$ cat config.mk
export PLATFORM = sky130hd
export DESIGN_NAME = prog_rom_arbiter
export DESIGN_NICKNAME = d
export VERILOG_FILES = /design/src/rtl/prog_rom_arbiter.sv
export SDC_FILE = /design/constraint.sdc
export NUM_CORES = 1
export LEC_CHECK = 0
export BUFFER_PORTS_ARGS = -buffer_cell sky130_fd_sc_hd__clkbuf_2
export CORE_MARGIN = 2
export CORE_UTILIZATION = 50
export CTS_BUF_LIST = sky130_fd_sc_hd__clkbuf_4
export DETAILED_ROUTE_END_ITERATION = 16
export HOLD_SLACK_MARGIN = 0.06
export PLACE_DENSITY_LB_ADDON = 0.05
export SLEW_MARGIN = 20
export SYNTH_ARGS = -nofsm -noshare
export SYNTH_HDL_FRONTEND = slang
export SYNTH_SLANG_ARGS = --single-unit
$ cat constraint.sdc
create_clock -name clk_i -period 7.3 [get_ports clk_i]
set_input_delay 0.365 -clock clk_i [delete_from_list [all_inputs] [get_ports clk_i]]
set_output_delay 0.365 -clock clk_i [all_outputs]
set_load 0.05 [all_outputs]
$ cat src/rtl/prog_rom_arbiter.sv
// prog_rom_arbiter: two-port (IF/DBG) arbiter in front of a 1-cycle-latency program ROM.
module prog_rom_arbiter #(
  parameter int STARVE_LIMIT = 4
) (
  input  logic        clk_i,
  input  logic        rst_i,
  input  logic        if_req_i,
  input  logic [31:0] if_addr_i,
  input  logic        if_flush_i,
  output logic        if_gnt_o,
  output logic        if_valid_o,
  output logic [31:0] if_data_o,
  input  logic        dbg_req_i,
  input  logic [31:0] dbg_addr_i,
  output logic        dbg_gnt_o,
  output logic        dbg_valid_o,
  output logic [31:0] dbg_data_o,
  output logic        dbg_err_o,
  output logic [31:0] rom_addr_o,
  input  logic [31:0] rom_data_i
);
  localparam int CW = STARVE_LIMIT > 0 ? $clog2(STARVE_LIMIT + 1) : 1;
  typedef enum logic [1:0] {NONE, IF_PEND, DBG_PEND, DBG_ERR_PEND} tag_e;
  tag_e tag_q, tag_d;
  logic [CW-1:0] starve_q, starve_d;
  logic [31:0] rom_addr_q, if_hold_q, dbg_hold_q;
  logic force_dbg, dbg_ill;
  always_comb begin
    force_dbg = dbg_req_i && starve_q == CW'(STARVE_LIMIT);
    dbg_gnt_o = !rst_i && dbg_req_i && (!if_req_i || force_dbg);
    if_gnt_o = !rst_i && if_req_i && !dbg_gnt_o;
    dbg_ill = |dbg_addr_i[1:0] || |dbg_addr_i[31:16];
    starve_d = (!dbg_req_i || dbg_gnt_o) ? '0 :
               starve_q == CW'(STARVE_LIMIT) ? starve_q : starve_q + 1'b1;
    tag_d = if_gnt_o ? IF_PEND : dbg_gnt_o ? (dbg_ill ? DBG_ERR_PEND : DBG_PEND) : NONE;
    rom_addr_o = if_gnt_o ? if_addr_i : dbg_gnt_o ? dbg_addr_i : rom_addr_q;
    // A flush in the response cycle kills the IF response and keeps the old hold value
    if_valid_o = tag_q == IF_PEND && !if_flush_i;
    if_data_o = if_valid_o ? rom_data_i : if_hold_q;
    dbg_valid_o = tag_q == DBG_PEND || tag_q == DBG_ERR_PEND;
    dbg_err_o = tag_q == DBG_ERR_PEND;
    dbg_data_o = tag_q == DBG_PEND ? rom_data_i : tag_q == DBG_ERR_PEND ? '0 : dbg_hold_q;
  end
  always_ff @(posedge clk_i or posedge rst_i) begin
    if (rst_i) begin
      tag_q <= NONE;
      starve_q <= '0;
      rom_addr_q <= '0;
      if_hold_q <= '0;
      dbg_hold_q <= '0;
    end else begin
      tag_q <= tag_d;
      starve_q <= starve_d;
      rom_addr_q <= rom_addr_o;
      if_hold_q <= if_data_o;
      dbg_hold_q <= dbg_data_o;
    end
  end
endmodule

# Yosys cells after proc, flatten, opt, wreduce, memory -nomap -nowiden
# Index checks and enable logic that the tools add are counted.
[word_totals] ff_bits=101 in_bits=101 out_inout_bits=101 wordCells=38
[classes] n_addsub=1 eq_ne=5 mux=10 reduce_logical=17
[op_table] cell="$mux W32" n=5
[op_table] cell="$reduce_or A16 Y1" n=1
[op_table] cell="$logic_and A1 B1 Y1" n=6
[op_table] cell="$mux W3" n=2
[op_table] cell="$logic_not A1 Y1" n=5
[op_table] cell="$eq A2 B2 Y1 const B" n=2
[op_table] cell="$logic_or A1 B1 Y1" n=4
[op_table] cell="$mux W2" n=2
[op_table] cell="$add A3 B1 Y3 const B" n=1
[op_table] cell="$eq A3 B3 Y1 const B" n=1
[op_table] cell="$eq A2 B1 Y1 const B" n=1
[op_table] cell="$ne A2 B2 Y1 const B" n=1
[op_table] cell="$reduce_or A2 Y1" n=1
[op_table] cell="$mux W1" n=1

# Depth between registers and ports, before layout
# Gate-level depths: netlist of the first run.
[depth] depth_word=7 mapped_depth=8 mapped_depth_nobuf=6

# Least setup slack after synthesis of the first run
# OpenSTA, ideal clock, no wires.
[synth_timing] kind="input to register" from="input rst_i" to="register tag_q[0]" setup_ns=0.091 arrival_time_ns=2.983 required_ns=7.209 path_slack_ns=4.226 stages=3 cell_sequence="inv_1 > o21ai_0 > a31oi_1"
[synth_via] elab_chain_len=6
[synth_lines] element="from (decl)" line="6" rtl="input logic rst_i,"
[synth_lines] element="$logic_not A1 Y1 (no source line) (*)"
[synth_lines] element="$logic_and A1 B1 Y1 (2 in a row)" line="30" rtl="dbg_gnt_o = !rst_i && dbg_req_i && (!if_req_i || force_dbg);"
[synth_lines] element="$logic_not A1 Y1" line="31" rtl="if_gnt_o = !rst_i && if_req_i && !dbg_gnt_o;"
[synth_lines] element="$logic_and A1 B1 Y1" line="31"
[synth_lines] element="$mux W2 (*)" line="35" rtl="tag_d = if_gnt_o ? IF_PEND : dbg_gnt_o ? (dbg_ill ? DBG_ERR_PEND : DBG_PEND) : NONE;"
[synth_lines] element="named net tag_d[0]" line="24" rtl="tag_e tag_q, tag_d;"
[synth_lines] element="to (signal assigned)" line="52" rtl="tag_q <= tag_d;"
[synth_lines] element="to (decl)" line="24"
# Mark *: on every way through the listed nets, which the timed path passes. The rest lies on a longest branch.
# A chain may end at the register's enable or synchronous reset.

# Final worst setup path of the first run
[layout_timing] from="register tag_q[1]" to="output if_data_o[17]"
[layout_via] elab_chain_len=3
[layout_lines] element="$eq A2 B1 Y1" line="38" rtl="if_valid_o = tag_q == IF_PEND && !if_flush_i;"
[layout_lines] element="$logic_and A1 B1 Y1" line="38"
[layout_lines] element="$mux W32" line="39" rtl="if_data_o = if_valid_o ? rom_data_i : if_hold_q;"
[layout_lines] element="to (decl)" line="12" rtl="output logic [31:0] if_data_o,"
# No other way between the ends.

==> results of run 1 <==
cells in the mapped netlist, drive strengths merged:
cell type    n
nor4         3
mux2        97
o21ai       33
inv         37
nand2b       1
clkbuf       5
xnor2        1
ha           2
a31oi        1
or4          1
nor3b        1
nand2       33
nor2b        2
and2         2
o2111a       1
nand3b       1
nor3         1
dfrtp      101
a21o         1
and3         3
buf         15
worst max path at each step:
stage	end	slack, ps	depth (start not counted)
after floorplan	tag_q[0]	4230	3
after global placement	if_data_o[17]	4430	4
after detailed placement	if_data_o[17]	4370	4
after CTS	if_data_o[17]	3860	4
after global routing	dbg_data_o[3]	3650	5
final	if_data_o[17]	3930	4
power groups by stage:
stage                     logic [mW]  registers [mW]  clock network, mW
after floorplan                0.567           0.685                  0
after global placement         0.704           0.692                  0
after detailed placement       0.710           0.696                  0
after CTS                      0.713           0.685              0.280
after global routing           0.746           0.693              0.298
final                          0.707           0.683              0.265
cell families after synthesis:
logic type,Yosys count,share of synthesized area
AOI/OAI and AO/OA,36,0.0416
muxes,97,0.286
DFF,101,0.553
and+or+nand+nor,48,0.0506
xor gates and xnor gates,1,0.00192
buffers and inverters,57,0.0613
adders and majority gates,2,0.00547
per-stage QoR:
stage | util | hold slack, ps | area, um2 | std cells
6_report | 0.654 | 157 | 5760 | 653
5_1_grt | 0.654 | 106 | 5760 | 653
3_5_place_dp | 0.638 | 367 | 5620 | 635
4_1_cts | 0.653 | 119 | 5750 | 652
3_3_place_gp | 0.638 | 361 | 5620 | 635
2_1_floorplan | - | 499 | 4570 | 342
flip-flops by register name, summed over array words and instances, names as in the netlist:
| register | count |
|---|---|
| tag_q | 2 |
| if_hold_q | 32 |
| dbg_hold_q | 32 |
| starve_q | 3 |
| rom_addr_q | 32 |
cell type report:
| type | count | share of cell area |
|---|---|---|
| sequential | 101 | 0.439 |
| multi-input combinational | 184 | 0.309 |
| timing repair buffer | 206 | 0.182 |
| inverter | 37 | 0.0246 |
| tap | 108 | 0.0235 |
| clock buffer | 9 | 0.0117 |
| clock inverter | 7 | 0.00957 |
| antenna | 1 | 0.000435 |
critical path, delay by kind of cell, from the launching register on:
kind	cells	cell delay, ps
buffers and inverters	2	640
DFF	1	790
muxes	1	390
and+or+nand+nor	1	750
per-layer routing:
metal,vias to the layer above,track usage,share of wire
li1,1534,-,-
met1,1541,0.256,0.42
met2,134,0.348,0.50
met3,14,0.0639,0.073
met4,0,0.0622,0.015
met5,-,0,0
what timing repair did:
item                                   4_1_cts  5_1_grt
endpoints found under the hold margin       18        0
setup endpoints to repair                    0        0
hold buffers                                 1        0
==> flow_results.org, run 1 <==
** Critical path
- Required @ worst endpoint :: roughly 6900 ps
- Endpoint type of the worst setup path :: primary output
- Traced cell by cell, the critical path runs through nor3b_4 > buf_4 > mux2_2 > clkbuf_2.
- For flop-to-flop paths, the worst setup slack is between 4000 and 5000 ps.
- The largest individual stage delay along the critical path comes from the cell dfrtp_1.
- The critical path in this run is classified as reg -> out.
- Cell count of the worst reg-to-reg path :: 3
- Reg2reg end :: if_hold_q[17]
- The most critical setup path has its startpoint at tag_q[1].
- STA puts the critical path data arrival time at around 3000 ps.
- Largest fanout on the critical path :: 36
- Max incr delay on CP :: between 700 and 800 ps
- STA classifies the critical path startpoint as a flop.
- In this run the critical register-to-register path is launched from tag_q[1].

** Synthesis
- Cell types with the largest area share after synthesis :: dfrtp_1, mux2_4, mux2_2
- Number of nets in the synthesized netlist :: ~450
- Yosys top cell area share :: 0.553
- Portion of the post-synthesis area used by sequential elements :: 0.553
- In this run, synthesis produced a sequential element count of 101.
- Yosys printed 0 warnings.
- After synthesis the cells add up to about 4600 um2.
- A synthesized cell averages 13.4 um2.
- Library cells used by synthesis :: 24
- Number of instances in the synthesized netlist :: around 340
- Cell taking the most area after synthesis :: dfrtp_1

** STA
- Worst-margin pin slew :: between 1000 and 1500 ps
- Setup violations remaining at the end of the flow were counted as 0.
- Share of the clock period used by the worst path after layout :: 0.462
- Clock period minus final worst setup slack :: roughly 3400 ps
- Final Slew Violations :: 0
- Unrepaired setup endpoints after global routing :: no
- Total Neg Setup Slack :: 0 ps
- Final Hold Fails :: 0
- Post-route worst setup slack :: ~3900 ps
- Max Freq :: between 0.2 and 0.3 GHz
- Setup Skew :: roughly 22 ps
- Worst slew margin relative to its limit :: 0.249

** Floorplan
- Die X :: approximately 100 um
- For this configuration, the core starts out at a cell density of 0.519.
- The region available for standard cell placement spans just under 9000 um2.
- After floorplanning, the core was divided into 34 placement rows.
- The die covers 9930 um2.
- about 200 I/O pins were placed.
- The die is 99.6 um tall.

** Power and ir drop
- Share of power burned in combinational logic :: 0.427
- Of the total power, the share spent switching nets is 0.433.
- Share of total power in sequential cells :: 0.413
- Worst IR Drop VDD :: about 0.00014 V
- Cell internal power was estimated by the tool at approximately 0.94 mW.
- After layout, the design draws a total of roughly 1.7 mW.
- Power per cell area :: roughly 290 nW/um2
- Net switching power figure :: 0.717 mW
- Part of the power in the clock network :: 0.160
- Summed over all cells, the static leakage comes to slightly above 3 nW.

** Detailed routing
- Before antenna repair, the detailed router went through 4 iterations.
- Vias after detailed routing :: 3223
- After detailed routing, the number of remaining DRC violations is 0.
- For this block, the initial DRC count from the detailed router was between 70 and 80.
- Dividing the detail-routed wire length by the instance count gives around 16 um.
- Routed wire length :: just over 10000 um
- Once detail routing completed, the nets flagged for antenna violations numbered 0.
- After detailed routing, the number of vias per cell comes to 4.94.

** Global routing
- The total overflow left after global routing is 0.
- First-pass GRT wire length :: between 15000 and 20000 um
- The initial antenna violation count came to 1.
- Largest net degree at the start of global routing :: 84
- In the global route stage, overall resource usage came out at 0.206.
- Number of global-route vias before repair :: roughly 3300

** Worst hold path
- Hold path startpoint :: dbg_addr_i[3]
- The path with the worst hold slack has its endpoint at rom_addr_q[3].
- In this run the worst hold path is classified as in -> reg.
- WHS Path Cells :: 2

** Finish
- After filler insertion, the fill cell instance count of the layout stands at between 700 and 800.
- Relative to the synthesized area, the layout overhead comes to 25.9%.
- In the final layout, the multi-input gates occupy about 1800 um2.
- Leaving out fill and tap cells, the most frequent cell in the layout is clkbuf_2.
- FF+latch area :: between 2000 and 3000 um2
- In the final design database the tool counted between 600 and 700 nets.
- Highest-count cells in the layout ignoring fill and taps :: clkbuf_2, dfrtp_1, mux2_4
- Share of post-route cells with drive strength above 1 :: 0.592

** Clocking
- Clock tree from TritonCTS :: done
- Number of gates resized after cts :: 0
- Count of H-tree levels built during CTS :: 3
- Buffer levels on the longest clock path :: 2
- For the worst-skew pair, the clock arrives at the later sink with an insertion delay of approximately 430 ps.
- Root Buffer :: clkbuf_4
- Clock slew seen by the registers of the worst setup and hold paths :: between 150 and 200 ps
- Buffers added to address setup during post-CTS repair amount to 0.
- The tree built by TritonCTS fans out to 101 sinks.
- Clock buffers created by TritonCTS :: 9

** Run
- Across the run, the number of max-cap violations was 0.

** Run status
- The run finished with clean final reports.

** Place
- The HPWL after detailed placement is roughly 7700 um.
- At the end of routability-driven placement, the weighted congestion stood at 0.780.
- During placement, the flow inserted port buffers numbering approximately 200.
- Pre-CTS worst setup slack :: between 4000 and 5000 ps
No activity file was read; power rests on OpenSTA's default activity.
==> run 2: changes to the inputs <==
- CORE_UTILIZATION: 50 -> 49
- clock period: 7.3 -> 3.3 ns (I/O delays scaled with it)
==> run 2 against run 1 <==
Against the previous run:
- first-iteration DRC count is 14% lower
- core utilization increased by 8.9 points
- sequential share of layout area down 6.7 points
- combinational power increased by 150%
- global-route usage up 3.0 points
- sequential power increased by 120%
- total power is 140% higher
- clock power grew to 2.5 times the previous value
- routed wire length rose by 16%
- sequential cell count did not move
- worst setup slack worse by 3400 ps
==> flow_results.org, run 2 (synthesis results as in run 1) <==
** Power and ir drop
- Leakage power figure :: 3.50 nW (+14%)
- Post-layout power :: 3.92 mW (+140%)
- The worst ir drop on vdd was 0.000370 V (+170%).
- The power per standard cell area is 576 nW/um2 (+100%).

** Clocking
- The count of buffers added by post-CTS timing repair for setup came to 0 (unchanged).
- The buffer depth of the longest clock path is 2 (unchanged).
- The count of clock tree sinks was 101 (unchanged).
- The deepest level of the CTS H-tree was 3 (unchanged).
- Latest clock arrival within the worst-skew pair :: 450 ps (+20 ps)
- The total clock buffers created by CTS came to 9 (unchanged).
- The register clock-pin slew on the reported worst setup and hold paths came to 160 ps (about the same).
- The root buffer cell chosen for the clock tree is clkbuf_4.
- Number of gates resized after cts :: 0 (unchanged)
- Clock tree from TritonCTS :: done

** Finish
- Number of inserted diodes :: 0 (-1)
- The net total in the final layout came to 739 (+15%).
- Final instance area :: 6790 um2 (+18%)
- The end-of-flow core utilization is 0.742 (+0.0887).
- The fraction of final layout cells with drive strength greater than 1 came to 0.507 (-0.0849).
- The largest registers in the layout are dbg_hold_q: 32 flops, if_hold_q: 32 flops, rom_addr_q: 32 flops.
- Relative to the synthesized area, the layout overhead comes to 48.6%.
- The count of non-filler cells in the finished layout was 752 (+15%).
- The filler cell count is 618 (-17%).
- In the layout the commonest cells are clkbuf_2, dfrtp_1, dlygate4sd3_1.
- Most frequent standard cell in the layout excluding fill and tap cells :: clkbuf_2

** Critical path
- Endpoint type of the worst setup path :: primary output
- Kind of launch point of the worst setup path :: flop
- The logic depth of the worst register-to-register path was 7 (+4).
- Register-to-register path setup slack :: 740 ps (-4110 ps)
- The data arrival time at the worst-slack endpoint was 2610 ps (-400 ps).
- Required @ worst endpoint :: 3130 ps (-3800 ps)
- Critical path class :: reg -> out
- The maximum net fanout on the critical path came to 21 (-42%).

** STA
- Final Slew Violations :: 0 (unchanged)
- Number of failing setup endpoints in the final timing report :: 0 (unchanged)
- Total Neg Setup Slack :: 0 ps (unchanged)
- The worst slew margin relative to its limit was 0.491 (+0.242).
- Worst-margin pin slew :: 764 ps (-363 ps)
- Smallest hold slack :: 92.4 ps (-64.6 ps)
- Clock period minus final worst setup slack :: between 2000 and 3000 ps
- Setup repair after global routing left no endpoint under its margin.
- Post-route worst setup slack :: 526 ps (-3400 ps)
- The clock skew after layout is 25.8 ps (+4.07 ps).
- Max Freq :: 0.361 GHz
- In the finished design, the share of the clock period the worst path needs comes to 0.841.
- Final Hold Fails :: 0 (unchanged)

** Run status
- The flow ran to the end, and the final reports show no timing, DRC or antenna violations.

** Global routing
- Global route total overflow :: 0 (unchanged)
- Number of global-route vias before repair :: 3823 (+15%)
- The total global routing track utilization is 0.236 (+0.0300).
- The largest net degree at the start of global routing was 63 (-25%).
- The global-route wire length before repair came to 18700 um (+15%).
- The initial antenna violation count is 0 (-1).

** Place
- Detailed placer's ending HPWL :: 7630 um (-0.43%)
- Instance count after placement with tap cells included :: 640 (+0.79%)
- Dpl cell area :: 5690 um2 (+1.2%)
- Gpl congestion :: 0.793 (+1.7%)
- The quantity of I/O buffers inserted on ports is 201 (unchanged).
- Pre-CTS worst setup slack :: 1020 ps (-3350 ps)

** Worst hold path
- The number of cells on the worst hold path was 3 (+1).
- Class of the tightest hold or removal check :: in -> reg

** Floorplan
- The number of placement rows came to 35 (+2.9%).
- The y dimension of the die is 101 um (+0.97%).
- Top-level port count :: 202 (unchanged)
- Floorplan die area :: 10100 um2 (+2.0%)
- Die X :: 101 um (+0.97%)
- Floorplan core area :: 9150 um2 (+3.9%)
- Starting density of the core :: 0.500 (-0.0197)

** Detailed routing
- The number of DRC markers after the initial detailed-route iteration came to 61 (-14%).
- The detailed-route wire length was 11800 um (+16%).
- Count of nets left with antenna violations after detail routing :: 0 (unchanged)
- The routed length per placed instance was 15.7 um (+0.85%).
- Vias after detailed routing :: 3639 (+13%)
- Number of detailed-route iterations in the first pass :: 4 (unchanged)
- Via density :: 4.84 (-2.0%)
- Count of unresolved DRC violations after routing :: 0 (unchanged)

** Run
- The max-capacitance violation count is 0 (unchanged).
==> run 2: worst paths after layout <==
| path | start | end |
|---|---|---|
| setup / recovery | starve_q[0] | rom_addr_o[1] |
| hold / removal | if_addr_i[21] | rom_addr_q[21] |
| setup reg to reg | starve_q[0] | rom_addr_q[1] |
| hold reg to reg | if_hold_q[25] | if_hold_q[25] |
| max in group asynchronous | rst_i | if_hold_q[30] |
| min in group asynchronous | rst_i | rom_addr_q[18] |
==> run 2: layer usage <==
layer,up-vias,routed length (um),track usage
met2,133,6000,0.411
li1,1741,-,-
met3,15,780,0.0804
met1,1750,4890,0.285
met4,0,169,0.0495
met5,-,0,0
==> run 2: where the power goes <==
group	switching [mW]	internal, mW	leakage, nW
registers	0.0607	1.45	1.23
logic	1.15	0.588	2.20
clock network	0.425	0.242	0.0788
==> run 2: worst max-delay path, stage by stage, from the launching register on <==
cell      delay (ps)
dfrtp_1          380
inv_1             70
ha_1             210
nand2_1          130
a21o_2           510
buf_12           260
mux2_2           360
clkbuf_2         240
==> run 2: area by class of cell <==
class | count | area, um2 | share of cell area
clock buffer | 9 | 67.6 | 0.00994
clock inverter | 7 | 80.1 | 0.0118
inverter | 37 | 141 | 0.0208
multi-input combinational | 184 | 1780 | 0.262
sequential | 101 | 2530 | 0.372
tap | 111 | 139 | 0.0204
timing repair buffer | 303 | 2060 | 0.303
==> run 2: timing repair <==
item,CTS,global route
endpoints found under the hold margin,160,3
hold buffers,93,3
endpoints found under the setup margin,0,0
==> run 3: changes to the inputs <==
- clock period: 3.3 -> 2.6 ns (I/O delays scaled with it)
==> run 3 against run 2 <==
Against the previous run:
- sequential share of layout area decreased by 0.50 points
- largest power group unchanged
- core utilization increased by 1.0 points
- critical endpoint is now rom_addr_o[26]
- via count increased by 2.3%
- non-clock buffer count increased by 14
- sequential cell count unchanged
- sequential power increased by 26%
- routed wire length increased by 6.4%
- total power increased by 25%
- die area unchanged
- global-route usage increased by 1.4 points
- clock power increased by 11%
==> flow_results.org, run 3 (synthesis results as in run 1) <==
** Run status
- The run finished with clean final reports.

** Clocking
- CTS sink cnt :: 101 (unchanged)
- TritonCTS built the clock tree.
- Buffer levels on the longest clock path :: 2 (unchanged)
- The register clock-pin slew on the reported worst setup and hold paths came to 140 ps (-20 ps).
- Root Buffer :: clkbuf_4
- The source-to-sink clock delay at the later pin of the worst-skew pair came to 430 ps (-20 ps).
- Clock buffers created by TritonCTS :: 9 (unchanged)
- Count of H-tree levels built during CTS :: 3 (unchanged)

** Power and ir drop
- The leakage power is 3.55 nW (+1.4%).
- Worst IR Drop VDD :: 0.000436 V (+18%)
- The switching power share of the total came to 0.424 (+0.00506).
- Share of power burned in combinational logic :: 0.459 (+0.014)
- The net switching power was 2.08 mW (+27%).
- Post-layout power :: 4.90 mW (+25%)
- The power per standard cell area was 712 nW/um2 (+23%).
- The internal cell power was 2.82 mW (+24%).
- Part of the power in the clock network :: 0.150 (-0.020)
- Share of total power in sequential cells :: 0.391 (+0.006)

** Critical path
- Max incr delay on CP :: 410 ps (-100 ps)
- Data arrival time of the critical path :: 2250 ps (-360 ps)
- WP buf/inv :: 3 (unchanged)
- Endpoint type of the worst setup path :: primary output
- Ordered cell list for the critical path :: inv_1 > ha_1 > nand2_1 > a21o_4 > buf_4 > mux2_4 > clkbuf_2
- Register-to-register path setup slack :: 340 ps (-400 ps)
- The maximum net fanout on the critical path came to 10 (-52%).
- Worst path depth :: 7 (unchanged)
- CP max-delay cell :: dfrtp_1
- Cell class contributing the biggest share of worst-path delay :: buffers and inverters
- The critical path in this run is classified as reg -> out.
- The data required time of the worst path came to 2470 ps (-660 ps).
- Kind of launch point of the worst setup path :: flop
- Cell count of the worst reg-to-reg path :: 7 (unchanged)

** Global routing
- Global route total overflow :: 0 (unchanged)
- Largest net degree at the start of global routing :: 48 (-24%)
- Number of global-route vias before repair :: 3868 (+1.2%)
- The initial antenna violation count came to 0 (unchanged).
- The global-route wire length before repair came to 19500 um (+4.3%).
- Overall routing resource usage :: 0.251 (+0.0143)

** Floorplan
- Die X :: 101 um (unchanged)
- Die Y-Extent :: 101 um (unchanged)
- The number of placement rows is 35 (unchanged).
- The number of top-level pins came to 202 (unchanged).
- The area of the core was 9150 um2 (unchanged).
- Starting density of the core :: 0.500 (unchanged)
- Floorplan die area :: 10100 um2 (unchanged)

** Place
- The quantity of I/O buffers inserted on ports was 201 (unchanged).
- The HPWL after detailed placement came to 7760 um (+1.7%).
- The total placed instance area is 5720 um2 (+0.64%).
- The final weighted congestion in routability-driven placement was 0.806 (+1.7%).
- The total placed cells including tap cells came to 646 (+0.94%).

** Finish
- The largest registers in the layout are dbg_hold_q: 32 flops, if_hold_q: 32 flops, rom_addr_q: 32 flops.
- In the layout the commonest cells are clkbuf_2, dfrtp_1, dlygate4sd3_1.
- Number of nets in the finished design :: 753 (+1.9%)
- The library cell used most frequently in the layout, excluding fill and tap cells, is clkbuf_2.
- Relative to the synthesized area, the layout overhead comes to 50.6%.
- Final core occ :: 0.752 (+0.0101)
- Number of inserted diodes :: 0 (unchanged)
- Final instance area :: 6890 um2 (+1.4%)
- The area taken by multi-input logic gates came to 1780 um2 (+0.35%).
- The area taken by flip-flops and latches is 2530 um2 (unchanged).
- The count of non-filler cells in the finished layout came to 766 (+1.9%).
- Share of post-route cells with drive strength above 1 :: 0.515 (+0.00748)
- The filler cell count came to 650 (+5.2%).

** Worst hold path
- The worst hold path belongs to the class in -> reg.
- WHS Path Cells :: 3 (unchanged)

** STA
- The transition time at the pin with the least slew margin came to 571 ps (-193 ps).
- Final Hold Fails :: 0 (unchanged)
- Final Slew Violations :: 0 (unchanged)
- Worst slew margin relative to its limit :: 0.619 (+0.128)
- In the finished design, the share of the clock period the worst path needs comes to 0.916.
- Unrepaired setup endpoints after global routing :: no
- Timing would allow up to between 0.4 and 0.5 GHz.
- The clock period could shrink to ~2400 ps.
- Number of failing setup endpoints in the final timing report :: 0 (unchanged)
- The setup TNS was 0 ps (unchanged).
- The clock skew after layout is 20.4 ps (-5.39 ps).

** Detailed routing
- Via density :: 4.86 (+0.41%)
- The number of DRC markers after the initial detailed-route iteration was 89 (+46%).
- Count of unresolved DRC violations after routing :: 0 (unchanged)
- Vias after detailed routing :: 3722 (+2.3%)
- Number of detailed-route iterations in the first pass :: 5 (+1)
- Routed wire length :: 12600 um (+6.4%)
- Count of nets left with antenna violations after detail routing :: 0 (unchanged)
- Routed wire length per instance :: 16.4 um (+4.4%)

** Run
- The max-capacitance violation count was 0 (unchanged).
[run 3: cell count changes in the layout (fill, tap and decap cells not counted), sizes merged]
cell         change
dlygate4sd3      +2
inv              -4
clkbuf           +1
clkinv           +1
clkinvlp         +2
buf             +13
bufinv           -1
[run 3: final timing paths]
path / start / end
max in group asynchronous: rst_i / starve_q[2]
min reg2reg: if_hold_q[31] / if_hold_q[31]
max: starve_q[0] / rom_addr_o[26]
min: if_addr_i[1] / rom_addr_q[1]
max reg2reg: starve_q[0] / rom_addr_q[16]
min in group asynchronous: rst_i / rom_addr_q[4]
[run 3: layout make-up]
cell class	count	area share
clock buffers	11	0.0120
clock inverters	5	0.00545
inverters	37	0.0207
multi-input cells	184	0.259
flip-flops and latches	101	0.367
well taps	111	0.0202
repair buffers	317	0.316
[run 3: tightest hold or removal path: stages]
cell,delay [ps]
clkbuf_2,90
mux2_2,160
mux2_2,160
[run 3: through the flow]
step	hold WS [ps]	setup slack, ps
finish	149	218
global placement	244	521
detailed placement	250	441
CTS	62.9	126
global route	106	91.5
floorplan	264	533
[run 3: layer usage]
layer / routed length [um] / GRT usage / part of all wire / up-vias
met4: 286 / 0.0832 / 0.023 / 0
met2: 6400 / 0.430 / 0.51 / 150
li1: - / - / - / 1765
met1: 5170 / 0.306 / 0.41 / 1784
met3: 743 / 0.0673 / 0.059 / 23
met5: 0 / 0 / 0 / -
[run 3: power by group through the flow]
| stage | sequential [mW] | combinational [mW] | clock (mW) |
|---|---|---|---|
| after global routing | 1.94 | 2.36 | 0.841 |
| after detailed placement | 1.95 | 2.02 | 0 |
| final | 1.91 | 2.25 | 0.738 |
| after global placement | 1.93 | 2.00 | 0 |
| after CTS | 1.91 | 2.22 | 0.759 |
| after floorplan | 1.92 | 1.59 | 0 |
[run 3: timing repair]
item,in CTS,in global routing
endpoints found under the setup margin,21,19
buffers inserted,0,6
cloned,0,0
hold buffers,97,1
endpoints found under the hold margin,122,1
resized for setup,1,0
pin swaps,0,1
